===== config.mk =====
export PLATFORM = sky130hd
export DESIGN_NAME = sonic_sysid_regs
export DESIGN_NICKNAME = d
export VERILOG_FILES = /design/src/rtl/sonic_sysid_pkg.sv /design/src/rtl/sonic_sysid_uptime.sv /design/src/rtl/sonic_sysid_regs.sv
export SDC_FILE = /design/constraint.sdc
export NUM_CORES = 1
export LEC_CHECK = 0
export BUFFER_PORTS_ARGS = -buffer_cell sky130_fd_sc_hd__buf_4
export CORE_MARGIN = 1
export CORE_UTILIZATION = 30
export CTS_CLUSTER_SIZE = 28
export DETAILED_ROUTE_END_ITERATION = 12
export PLACE_DENSITY = 0.62
export SETUP_SLACK_MARGIN = 0.1
export SLEW_MARGIN = 20
export SYNTH_ARGS = -nofsm -noshare
export SYNTH_HDL_FRONTEND = slang
export SYNTH_SLANG_ARGS = --single-unit

===== constraint.sdc =====
create_clock -name clock -period 2.46 [get_ports clock]
set_input_delay 0.369 -clock clock [delete_from_list [all_inputs] [get_ports clock]]
set_output_delay 0.369 -clock clock [all_outputs]
set_load 0.005 [all_outputs]

===== src/rtl/sonic_sysid_pkg.sv =====
// sonic_sysid_pkg: shared constants for the SONIC system-ID register block.
// Word addresses, CAPABILITY field layout, CONTROL bit indices and a
// byte-lane merge helper used by the byte-writable registers.
package sonic_sysid_pkg;

  // Word addresses on the 4-bit Avalon-MM address bus.
  localparam logic [3:0] ADDR_SYSID      = 4'd0;
  localparam logic [3:0] ADDR_TIMESTAMP  = 4'd1;
  localparam logic [3:0] ADDR_SCRATCH    = 4'd2;
  localparam logic [3:0] ADDR_UPTIME_LO  = 4'd3;
  localparam logic [3:0] ADDR_UPTIME_HI  = 4'd4;
  localparam logic [3:0] ADDR_CAPABILITY = 4'd5;
  localparam logic [3:0] ADDR_CONTROL    = 4'd6;
  localparam logic [3:0] ADDR_USER_BASE  = 4'd8;

  // CAPABILITY word layout.
  localparam int CAP_NUM_USER_LSB   = 0;
  localparam int CAP_NUM_USER_W     = 4;
  localparam int CAP_UPTIME_W_LSB   = 4;
  localparam int CAP_UPTIME_W_W     = 7;
  localparam int CAP_UPTIME_PRESENT = 11;

  // CONTROL word bits.
  localparam int CTRL_CLEAR  = 0;
  localparam int CTRL_FREEZE = 1;

  // Merge new_v into old_v on the byte lanes selected by be.
  function automatic logic [31:0] apply_be(input logic [31:0] old_v,
                                           input logic [31:0] new_v,
                                           input logic [3:0]  be);
    logic [31:0] r;
    r = old_v;
    for (int b = 0; b < 4; b++) begin
      if (be[b]) r[b*8 +: 8] = new_v[b*8 +: 8];
    end
    return r;
  endfunction

endpackage


===== src/rtl/sonic_sysid_uptime.sv =====
// sonic_sysid_uptime: free-running uptime counter with a coherent 64-bit
// read shadow and the CONTROL register (CLEAR pulse, FREEZE level).
// Only instantiated when SONIC_SYSID_UPTIME_EN is defined.
module sonic_sysid_uptime
  import sonic_sysid_pkg::*;
#(
  parameter int UPTIME_W = 48
) (
  input  logic        clock,
  input  logic        reset_n,
  input  logic        ctrl_wr_i,     // accepted write to CONTROL
  input  logic [1:0]  ctrl_wdata_i,  // CONTROL write data bits [1:0]
  input  logic        lo_rd_i,       // accepted read of UPTIME_LO
  output logic [31:0] lo_o,          // live counter[31:0]
  output logic [31:0] hi_o,          // shadow, zero-extended
  output logic [31:0] ctrl_o         // CONTROL readback
);

  localparam int HI_W = UPTIME_W - 32;

  logic [UPTIME_W-1:0] cnt_q, cnt_d;
  logic [HI_W-1:0]     shadow_q, shadow_d;
  logic                freeze_q, freeze_d;
  logic                clear;

  // CLEAR is a write-1 pulse; it never coexists with a LO read because a
  // simultaneous read drops the write upstream.
  assign clear = ctrl_wr_i & ctrl_wdata_i[CTRL_CLEAR];

  // Next state: CLEAR beats FREEZE beats increment; the shadow snapshots the
  // pre-increment upper bits on the same edge the LO word is sampled.
  always_comb begin
    freeze_d = freeze_q;
    cnt_d    = cnt_q;
    shadow_d = shadow_q;
    if (ctrl_wr_i) freeze_d = ctrl_wdata_i[CTRL_FREEZE];
    if (clear) begin
      cnt_d = '0;
    end else if (!freeze_q) begin
      cnt_d = cnt_q + UPTIME_W'(1);
    end
    if (clear) begin
      shadow_d = '0;
    end else if (lo_rd_i) begin
      shadow_d = cnt_q[UPTIME_W-1:32];
    end
  end

  // Counter, shadow and FREEZE registers.
  always_ff @(posedge clock or negedge reset_n) begin
    if (!reset_n) begin
      cnt_q    <= '0;
      shadow_q <= '0;
      freeze_q <= 1'b0;
    end else begin
      cnt_q    <= cnt_d;
      shadow_q <= shadow_d;
      freeze_q <= freeze_d;
    end
  end

  // Read-side views: zero-extend the shadow, CLEAR always reads 0.
  always_comb begin
    lo_o                = cnt_q[31:0];
    hi_o                = '0;
    hi_o[HI_W-1:0]      = shadow_q;
    ctrl_o              = '0;
    ctrl_o[CTRL_FREEZE] = freeze_q;
  end

endmodule


===== src/rtl/sonic_sysid_regs.sv =====
// sonic_sysid_regs: system-ID register block, Avalon-MM slave with a
// registered read path (fixed one-cycle latency, no waitrequest).
// Optional uptime counter built when SONIC_SYSID_UPTIME_EN is defined;
// otherwise words 3, 4 and 6 read 0 and ignore writes.
//
// Bus handshake: a read is accepted on every edge where read=1; the data
// appears on readdata with readdatavalid=1 for exactly one cycle after that
// edge, and readdata holds otherwise. A write is accepted when write=1 and
// read=0; a write presented together with a read is dropped.
module sonic_sysid_regs
  import sonic_sysid_pkg::*;
#(
  parameter logic [31:0] SYSID       = 32'd953745243,
  parameter logic [31:0] TIMESTAMP   = 32'd0,
  parameter int          NUM_USER    = 0,
  parameter int          UPTIME_W    = 48,
  parameter logic [31:0] SCRATCH_RST = 32'h0000_0000,
  localparam int         UW          = (NUM_USER > 0) ? NUM_USER : 1
) (
  input  logic             clock,
  input  logic             reset_n,
  input  logic [3:0]       address,
  input  logic             read,
  input  logic             write,
  input  logic [31:0]      writedata,
  input  logic [3:0]       byteenable,
  input  logic [UW*32-1:0] user_id,
  output logic [31:0]      readdata,
  output logic             readdatavalid
);

  logic [31:0] scratch_q, scratch_d;
  logic [31:0] rd_data;
  logic [31:0] cap;
  logic [31:0] readdata_q;
  logic        rdv_q;
  logic        wr_en;

  // With NUM_USER=0 the single user_id word has no readers.
  logic unused_user;
  assign unused_user = ^user_id;

  assign wr_en = write & ~read;

`ifdef SONIC_SYSID_UPTIME_EN
  logic [31:0] up_lo, up_hi, up_ctrl;

  sonic_sysid_uptime #(
    .UPTIME_W (UPTIME_W)
  ) u_uptime (
    .clock        (clock),
    .reset_n      (reset_n),
    .ctrl_wr_i    (wr_en && (address == ADDR_CONTROL)),
    .ctrl_wdata_i (writedata[1:0]),
    .lo_rd_i      (read && (address == ADDR_UPTIME_LO)),
    .lo_o         (up_lo),
    .hi_o         (up_hi),
    .ctrl_o       (up_ctrl)
  );
`endif

  // CAPABILITY word assembled from build parameters.
  always_comb begin
    cap = '0;
    cap[CAP_NUM_USER_LSB +: CAP_NUM_USER_W] = CAP_NUM_USER_W'(NUM_USER);
    cap[CAP_UPTIME_W_LSB +: CAP_UPTIME_W_W] = CAP_UPTIME_W_W'(UPTIME_W);
`ifdef SONIC_SYSID_UPTIME_EN
    cap[CAP_UPTIME_PRESENT] = 1'b1;
`else
    cap[CAP_UPTIME_PRESENT] = 1'b0;
`endif
  end

  // Read mux: unmapped words and user words beyond NUM_USER read 0.
  always_comb begin
    rd_data = '0;
    case (address)
      ADDR_SYSID:      rd_data = SYSID;
      ADDR_TIMESTAMP:  rd_data = TIMESTAMP;
      ADDR_SCRATCH:    rd_data = scratch_q;
      ADDR_CAPABILITY: rd_data = cap;
`ifdef SONIC_SYSID_UPTIME_EN
      ADDR_UPTIME_LO:  rd_data = up_lo;
      ADDR_UPTIME_HI:  rd_data = up_hi;
      ADDR_CONTROL:    rd_data = up_ctrl;
`endif
      default: begin
        for (int k = 0; k < NUM_USER; k++) begin
          if (address == ADDR_USER_BASE + 4'(k)) rd_data = user_id[k*32 +: 32];
        end
      end
    endcase
  end

  // Scratch next state: byte-lane merge on an accepted write.
  always_comb begin
    scratch_d = scratch_q;
    if (wr_en && (address == ADDR_SCRATCH)) begin
      scratch_d = apply_be(scratch_q, writedata, byteenable);
    end
  end

  // Scratch register and registered read path.
  always_ff @(posedge clock or negedge reset_n) begin
    if (!reset_n) begin
      scratch_q  <= SCRATCH_RST;
      readdata_q <= '0;
      rdv_q      <= 1'b0;
    end else begin
      scratch_q <= scratch_d;
      rdv_q     <= read;
      if (read) readdata_q <= rd_data;
    end
  end

  assign readdata      = readdata_q;
  assign readdatavalid = rdv_q;

endmodule

==> impl_metrics.json, run 1 <==
{
  "drive_above_1_share_pct": 47.5,
  "final_core_util_pct": 41.7,
  "cts_max_path_buffers": 2,
  "synth_warnings": 0,
  "clock_latency_ps": 340,
  "cts_root_buffer": "clkbuf_8",
  "worst-path-buf-inv": 1,
  "slew_headroom_pct": 44.8,
  "synth_area_um2": 2580,
  "grt_max_degree": 66,
  "cap_violations": 0,
  "seq_area_frac_synth_pct": 63.0,
  "track_usage_pct": 13.4,
  "gr-total-overflow": 0,
  "slew_viol_final": 0,
  "numClockSinks": 65,
  "setup-violations-final": 0,
  "wl_mm": 5.46,
  "num_antenna_cells": 0,
  "power_density_nw_per_um2": 669,
  "path_delay_family": "simple AND/OR/NAND/NOR gates",
  "cp.arrival_ps": 2110,
  "synth.distinct_cells": 18,
  "grt_first_pass_wirelength_mm": 8.81,
  "drt-initial-drc-count": 41,
  "dieWidth_um": 94.8,
  "fin_worst_skew_ps": 3.82,
  "first_global_vias": 1813,
  "detail_route.wl_per_cell_um": 14.2,
  "place.gp.congestion": 0.686,
  "timing.final.crit_share_pct": 76.7,
  "yosys_register_bits": 65,
  "fin_setup_tns_ps": 0,
  "start_util_pct": 31.3,
  "mostFrequentLayoutCell": "buf_4",
  "core_um2": 8260,
  "syn_avg_cell_area_um2": 13.5,
  "final_cell_mix": "buf_4, dfrtp_1, mux2_2",
  "synth_fp_nets": 267,
  "fin_crit_ps": 1890,
  "area.growth.synth_to_final_pct": 33.4,
  "yosysTopAreaCellShare_pct": 63.0,
  "fin_nets": 349,
  "max-vdd-ir-drop_mv": 0.355,
  "vias": 1758,
  "dpl.hpwl_mm": 3.69,
  "cts_tree": "yes",
  "portBuffers": 76,
  "fp-row-count": 33,
  "clk_pin_slew_ps": 60,
  "nFillCells": 810,
  "synthCells": 191,
  "io_pins": 109,
  "antenna_left": 0,
  "path_class": "input port to register",
  "outcome": "complete, no violations",
  "drc": 0,
  "setup.worst_path.start_class": "input port",
  "cts_made_buffers": 9,
  "rsz0062_at_grt": "no",
  "synth.area.top_cells": "dfrtp_1, mux2_2, a311oi_1",
  "cts_resized": 0,
  "crit_chain": "buf_4 > or4b_1 > nor3_4 > mux2_2",
  "synth_area_leader_cell": "dfrtp_1",
  "die_area_um2": 8990,
  "min_path_type": "input port to asynchronous set/reset pin",
  "worst_pin_slew_ps": 828,
  "leakage_nw": 1.70,
  "hold_viol": 0,
  "worstPathMaxFanout": 8,
  "dr.pass1.iters": 4,
  "cts_setup_buffers": 0,
  "cp.required_ps": 2680,
  "max_freq_mhz": 530,
  "cp_slowest_stage_delay_ps": 730,
  "crit_slowest_cell": "or4b_1",
  "cts_hold_buf": 0,
  "cts-htree-levels": 3,
  "antenna_found_initial": 0,
  "crit_path_end_kind": "register",
  "die-height_um": 94.8,
  "vias_per_cell": 4.59
}
## state kept, by name (all words and copies together) (netlist names)
signal,flops
readdatavalid,1
scratch_q,32
readdata,32
## cell usage after synthesis
library cell	n
dfrtp_1	65
mux2_2	32
nor2_1	20
a311oi_1	18
inv_1	18
a22o_1	12
clkbuf_1	7
nand2_1	4
nor3_4	4
a221o_1	2
buf_4	2
buf_2	1
buf_6	1
clkinv_1	1
nor3_1	1
nor4_1	1
or4b_1	1
xor2_1	1
## layer usage
layer	global-route usage [%]	share of wire, %
met5	0	0
met4	5.30	1.2
met3	5.96	7.7
met2	21.2	47
met1	15.8	44
## worst paths after layout
path,end,slack (ps),depth (start not counted),from
worst max-delay path,scratch_q[7],570,4,address[0]
worst min register to register,readdata[17],490,1,scratch_q[17]
max in group asynchronous,scratch_q[16],1790,1,reset_n
worst max register to register,readdata[9],1610,1,readdata[9]
worst min-delay path,readdata[0],150,1,reset_n
min in group clock,scratch_q[19],260,2,writedata[19]
## per-stage QoR
step                hold WS (ps)  power (mW)  instances  setup slack [ps]  instance area (um^2)
floorplan                   73.4        1.37        191               603                  2580
global placement             471        1.52        367               228                  3270
detailed placement           477        1.53        367               222                  3270
CTS                          145        2.35        383               593                  3450
global route                 210        2.43        383               522                  3450
finish                       147        2.30        383               572                  3450
## report_power, final
group | switching [mW] | total [mW] | internal (mW)
clock | 0.387 | 0.803 | 0.416
combinational | 0.120 | 0.282 | 0.162
sequential | 0.0499 | 1.22 | 1.17
## cell type report
cell class	instances	area, um^2	share of cell area (%)
clock buffer	13	159	4.61
multi-input combinational	96	828	24.0
inverter	19	71.3	2.07
sequential	65	1630	47.2
tap	105	131	3.81
clock inverter	3	15.0	0.436
timing repair buffer	82	616	17.9
## kinds of logic (layout without fill, tap and decap cells)
logic type | Yosys count | after routing | share of synthesized area (%)
multiplexers | 32 | 32 | 13.9
buffers and inverters | 30 | 117 | 4.99
AO/OA/AOI/OAI | 32 | 32 | 10.9
XOR/XNOR | 1 | 1 | 0.339
AND/OR/NAND/NOR | 31 | 31 | 6.83
flip-flops | 65 | 65 | 63.0
Power figures use the tool's default switching activity.
==> run 2, diff against run 1 <==
--- a/config.mk
+++ b/config.mk
@@ -5,6 +5,7 @@
 export SDC_FILE = /design/constraint.sdc
 export NUM_CORES = 1
 export LEC_CHECK = 0
+export ABC_AREA = 1
 export BUFFER_PORTS_ARGS = -buffer_cell sky130_fd_sc_hd__buf_4
 export CORE_MARGIN = 1
 export CORE_UTILIZATION = 30
==> constraint.sdc (replaced) <==
create_clock -name clock -period 1.8 [get_ports clock]
set_input_delay 0.27 -clock clock [delete_from_list [all_inputs] [get_ports clock]]
set_output_delay 0.27 -clock clock [all_outputs]
set_load 0.005 [all_outputs]
==> impl_metrics.json, run 2 <==
{
  "reg2reg_from": "scratch_q[28]",
  "num_antenna_cells": 0,
  "min_path_type": "input port to register",
  "area.growth.synth_to_final_pct": 29.2,
  "violations": "design-rule violations",
  "dp_cells": 473,
  "fin_crit_ps": 1140,
  "place.gp.congestion": 0.735,
  "track_usage_pct": 14.3,
  "p_int_mw": 2.29,
  "crit_chain": "buf_4",
  "yosysMostFrequentCell": "nand2_1",
  "numClockSinks": 65,
  "final_core_util_pct": 40.6,
  "timing.final.crit_share_pct": 63.6,
  "fin_setup_tns_ps": 0,
  "hold_viol": 0,
  "fin_nets": 453,
  "synth-xor-area-share_pct": 0,
  "synth-simple-area-share_pct": 29.0,
  "grt_max_degree": 67,
  "async_flop_share_pct": 100,
  "cts_made_buffers": 9,
  "cts_setup_buffers": 0,
  "worst-path-buf-inv": 1,
  "max-vdd-ir-drop_mv": 0.394,
  "slew_headroom_pct": 64.7,
  "setup-violations-final": 0,
  "first_global_vias": 2220,
  "p_sw_share_pct": 27.6,
  "synth_area_leader_cell": "dfrtp_1",
  "cp_slowest_stage_delay_ps": 390,
  "clk_pin_slew_ps": 70,
  "cts-htree-levels": 3,
  "holdPathStages": 3,
  "core_um2": 8890,
  "antenna_found_initial": 0,
  "portBuffers": 76,
  "fin_worst_skew_ps": 7.50,
  "synth.distinct_cells": 16,
  "drive_above_1_share_pct": 27.0,
  "hold_end": "scratch_q[29]",
  "cp.arrival_ps": 870,
  "path_class": "register to output port",
  "synth_edf_count": 0,
  "worstRegToRegCells": 2,
  "dr.pass1.iters": 8,
  "synth.area.top_cells": "dfrtp_1, nand2_1, nand4_1",
  "cp.required_ps": 1530,
  "cts_tree": "yes",
  "antenna_left": 0,
  "fin_ws_ps": 656,
  "p_comb_share_pct": 12.6,
  "r2r_end": "readdata[28]",
  "synth_compound_area_share_pct": 5.37,
  "detail_route.wl_per_cell_um": 13.2,
  "outcome": "finished with violations",
  "synthMuxAreaShare_pct": 0,
  "rsz0062_at_grt": "no",
  "gr-total-overflow": 0,
  "cap_violations": 0,
  "cts_hold_buf": 1,
  "yosys_register_bits": 65,
  "clkPwrFrac_pct": 34.6,
  "yosys.area_share.adder_pct": 0,
  "place_ws_ps": 391,
  "die-height_um": 98.5,
  "cts_resized": 0,
  "synthFlopType": "dfrtp_1",
  "fin_cells": 490,
  "mostFrequentLayoutCell": "buf_4",
  "cts_root_buffer": "clkbuf_8",
  "die_area_um2": 9710,
  "min_from": "writedata[29]",
  "setup.worst_path.start_class": "register",
  "power_density_nw_per_um2": 874,
  "final_cell_mix": "buf_4, nand2_1, dfrtp_1",
  "synth_warnings": 0,
  "leakage_nw": 1.83,
  "vias_per_cell": 4.71,
  "synth_top_family_by_area": "simple AND/OR/NAND/NOR gates",
  "fp-row-count": 34,
  "clock_latency_ps": 340,
  "synth_fp_nets": 381,
  "seq_area_frac_synth_pct": 58.2,
  "dpl.hpwl_mm": 4.44,
  "path_delay_family": "flip-flops",
  "grt_first_pass_wirelength_mm": 10.7,
  "synthTopCellsByCount": "nand2_1, dfrtp_1, nor2_1",
  "power_switching_mw": 0.871,
  "start_util_pct": 31.5,
  "crit_slowest_cell": "dfrtp_1",
  "drt-initial-drc-count": 77,
  "cts_max_path_buffers": 2,
  "slew_viol_final": 0,
  "worstPathMaxFanout": 2,
  "crit_path_end_kind": "output port",
  "vias": 2307,
  "drc": 7,
  "yosysTopAreaCellShare_pct": 58.2,
  "regToRegSetupSlack_ps": 970,
  "max_freq_mhz": 874,
  "io_pins": 109,
  "dieWidth_um": 98.5,
  "syn_avg_cell_area_um2": 9.17,
  "worst_pin_slew_ps": 530,
  "synthCells": 305,
  "synth_area_um2": 2800,
  "wl_mm": 6.47,
  "pwr-share-seq_pct": 52.8
}
[run 2: cell count changes after synthesis, sizes merged, moves of 13 or more]
cell / previous run / this run
buf: 4 / 17
nand2: 4 / 71
nand4: 0 / 32
mux2: 32 / 0
a21oi: 0 / 18
nand3: 0 / 17
a311oi: 18 / 0
nor2: 20 / 50
[run 2: area by class of cell]
| cell class | instances | area, um^2 |
|---|---|---|
| Tap cell | 108 | 135 |
| Clock inverter | 7 | 51.3 |
| Multi-Input combinational cell | 200 | 966 |
| Sequential cell | 65 | 1630 |
| Timing Repair Buffer | 81 | 636 |
| Inverter | 20 | 75.1 |
| Fill cell | 900 | 5280 |
| Clock buffer | 9 | 124 |
[run 2: power by group through the flow]
stage                     Sequential [mW]  Clock, mW  Combinational (mW)
final                                1.67       1.09               0.398
after global placement               1.69          0               0.394
after floorplan                      1.68          0               0.193
after global routing                 1.68       1.22               0.455
after CTS                            1.67       1.14               0.408
after detailed placement             1.69          0               0.406
[run 2: worst max path at each step]
stage / start / endpoint / slack, ps / depth (start not counted)
after floorplan: read / scratch_q[0] / 760 / 5
after global placement: address[0] / scratch_q[21] / 420 / 8
after detailed placement: read / scratch_q[21] / 390 / 5
after CTS: readdata[27] / readdata[27] / 630 / 1
after global routing: readdata[29] / readdata[29] / 600 / 1
final: readdata[31] / readdata[31] / 660 / 1
[run 2: worst register-to-register path, delay by kind of cell, from the launching register on]
kind / cells / cell delay [ps]
and+or+nand+nor: 1 / 70
AOI/OAI and AO/OA: 1 / 260
DFF: 1 / 380
[run 2: metrics by stage]
step / instance area (um^2) / power [mW] / hold WS (ps)
after floorplan: 2800 / 1.87 / -25.6
after global placement: 3430 / 2.09 / 240
after detailed placement: 3430 / 2.10 / 245
after CTS: 3610 / 3.22 / 166
after global routing: 3610 / 3.36 / 171
final: 3610 / 3.16 / 180
[run 2: metal layers]
metal / global-route usage, % / vias up / routed length, um
met5: 0 / - / 0
met4: 4.13 / 0 / 72
met3: 4.47 / 5 / 418
met2: 23.1 / 55 / 3020
met1: 18.6 / 1094 / 2960
li1: - / 1153 / -
[run 2: kinds of logic (layout without fill, tap and decap cells)]
group	after synthesis	count (layout)
DFF	65	65
and+or+nand+nor	170	170
buffers and inverters	40	117
AOI/OAI and AO/OA	30	30
==> run 3, diff against run 2 <==
--- a/config.mk
+++ b/config.mk
@@ -11,7 +11,7 @@
 export CORE_UTILIZATION = 30
 export CTS_CLUSTER_SIZE = 28
 export DETAILED_ROUTE_END_ITERATION = 12
-export PLACE_DENSITY = 0.62
+export PLACE_DENSITY = 0.64
 export SETUP_SLACK_MARGIN = 0.1
 export SLEW_MARGIN = 20
 export SYNTH_ARGS = -nofsm -noshare
==> constraint.sdc (replaced) <==
create_clock -name clock -period 1.04 [get_ports clock]
set_input_delay 0.156 -clock clock [delete_from_list [all_inputs] [get_ports clock]]
set_output_delay 0.156 -clock clock [all_outputs]
set_load 0.005 [all_outputs]
==> impl_metrics.json, run 3 (synthesis results as in run 2) <==
{
  "outcome": "complete, no violations",
  "cp_slowest_stage_delay_ps": 400,
  "setup.worst_path.start_class": "register",
  "drive_above_1_share_pct": 34.4,
  "drt-initial-drc-count": 61,
  "vias_per_cell": 4.64,
  "grt_first_pass_wirelength_mm": 11.2,
  "seq_area_um2": 1630,
  "portBuffers": 76,
  "path_depth": 1,
  "nFillCells": 865,
  "hold_end": "scratch_q[30]",
  "start_util_pct": 31.5,
  "worst_pin_slew_ps": 341,
  "place.gp.congestion": 0.748,
  "setup-violations-final": 0,
  "die_area_um2": 9710,
  "max-vdd-ir-drop_mv": 0.628,
  "cts_max_path_buffers": 2,
  "final_core_util_pct": 46.5,
  "path_delay_family": "flip-flops",
  "numClockSinks": 65,
  "leakage_nw": 2.10,
  "detail_route.wl_per_cell_um": 12.6,
  "io_pins": 109,
  "drc": 0,
  "worstRegToRegCells": 4,
  "dieWidth_um": 98.5,
  "antenna_found_initial": 0,
  "clock_latency_ps": 330,
  "min_path_type": "input port to register",
  "cts_tree": "yes",
  "cp.required_ps": 880,
  "dp_cells": 494,
  "multi_input_area_um2": 966,
  "worst-path-buf-inv": 1,
  "slew_headroom_pct": 77.2,
  "worstPathMaxFanout": 2,
  "place_area_um2": 3640,
  "power_density_nw_per_um2": 1420,
  "fp-row-count": 34,
  "clk_pin_slew_ps": 80,
  "final_cell_mix": "buf_4, nand2_1, dfrtp_1",
  "slew_viol_final": 0,
  "dpl.hpwl_mm": 4.76,
  "max_freq_mhz": 984,
  "hold_viol": 0,
  "die-height_um": 98.5,
  "core_um2": 8890,
  "timing.final.crit_share_pct": 97.8,
  "fin_cells": 533,
  "gr-total-overflow": 0,
  "rsz0062_at_grt": "yes",
  "vias": 2472,
  "first_global_vias": 2324,
  "track_usage_pct": 14.8,
  "reg2reg_from": "readdata[28]",
  "cp.arrival_ps": 860,
  "area.growth.synth_to_final_pct": 47.7,
  "cap_violations": 0,
  "fin_area_um2": 4130,
  "crit_chain": "buf_6",
  "cts-htree-levels": 3,
  "crit_slowest_cell": "dfrtp_1",
  "num_antenna_cells": 0,
  "mostFrequentLayoutCell": "buf_4",
  "fin_crit_ps": 1020,
  "r2r_end": "readdata[28]",
  "fin_worst_skew_ps": 7.39,
  "regToRegSetupSlack_ps": 150,
  "cts_root_buffer": "clkbuf_8",
  "cts_made_buffers": 9,
  "wl_mm": 6.70,
  "min_from": "writedata[30]",
  "path_class": "register to output port",
  "holdPathStages": 3,
  "crit_path_end_kind": "output port",
  "dr.pass1.iters": 6,
  "fin_nets": 496,
  "grt_max_degree": 66,
  "antenna_left": 0
}
## run 3: power breakdown
| group | switching [mW] | total (mW) | internal, mW |
|---|---|---|---|
| Combinational | 0.390 | 0.871 | 0.480 |
| Sequential | 0.151 | 2.91 | 2.76 |
| Clock | 0.992 | 2.09 | 1.10 |
## run 3: how the worst max path moves through the flow
stage,start,to
floorplan,read,scratch_q[0]
global placement,address[0],scratch_q[2]
detailed placement,address[0],scratch_q[31]
CTS,readdata[5],readdata[5]
global route,readdata[5],readdata[5]
finish,readdata[21],readdata[21]
## run 3: what timing repair did
action,4_1_cts,5_1_grt
pin swaps,0,0
hold buffers,1,0
gates cloned,0,0
gates resized for setup,33,0
setup endpoints to repair,33,33
buffers inserted,14,8
hold endpoints to repair,65,0
## run 3: routing by layer
metal | global-route usage (%) | up-vias | share of wire, %
met5 | 0 | - | 0
met4 | 6.20 | 0 | 1.1
met2 | 23.7 | 62 | 48
li1 | - | 1237 | -
met1 | 19.7 | 1165 | 46
met3 | 2.84 | 8 | 4.5
## run 3: through the flow
stage                     setup TNS (ps)  power, mW  worst slack, ps  hold WS [ps]
after floorplan                        0       3.25              118          -140
after global placement             -3060       3.68            -84.1           180
after detailed placement           -3630       3.70             -107           189
after CTS                              0       5.93            0.976          56.2
after global routing               -67.5       6.16            -17.7          71.5
final                                  0       5.87             23.2          77.9
## run 3: cell type report
cell class	instances	share of cell area [%]
sequential	65	39.4
clock buffer	9	3.00
timing repair buffer	124	27.4
clock inverter	7	1.73
tap	108	3.27
inverter	20	1.82
multi-input combinational	200	23.4
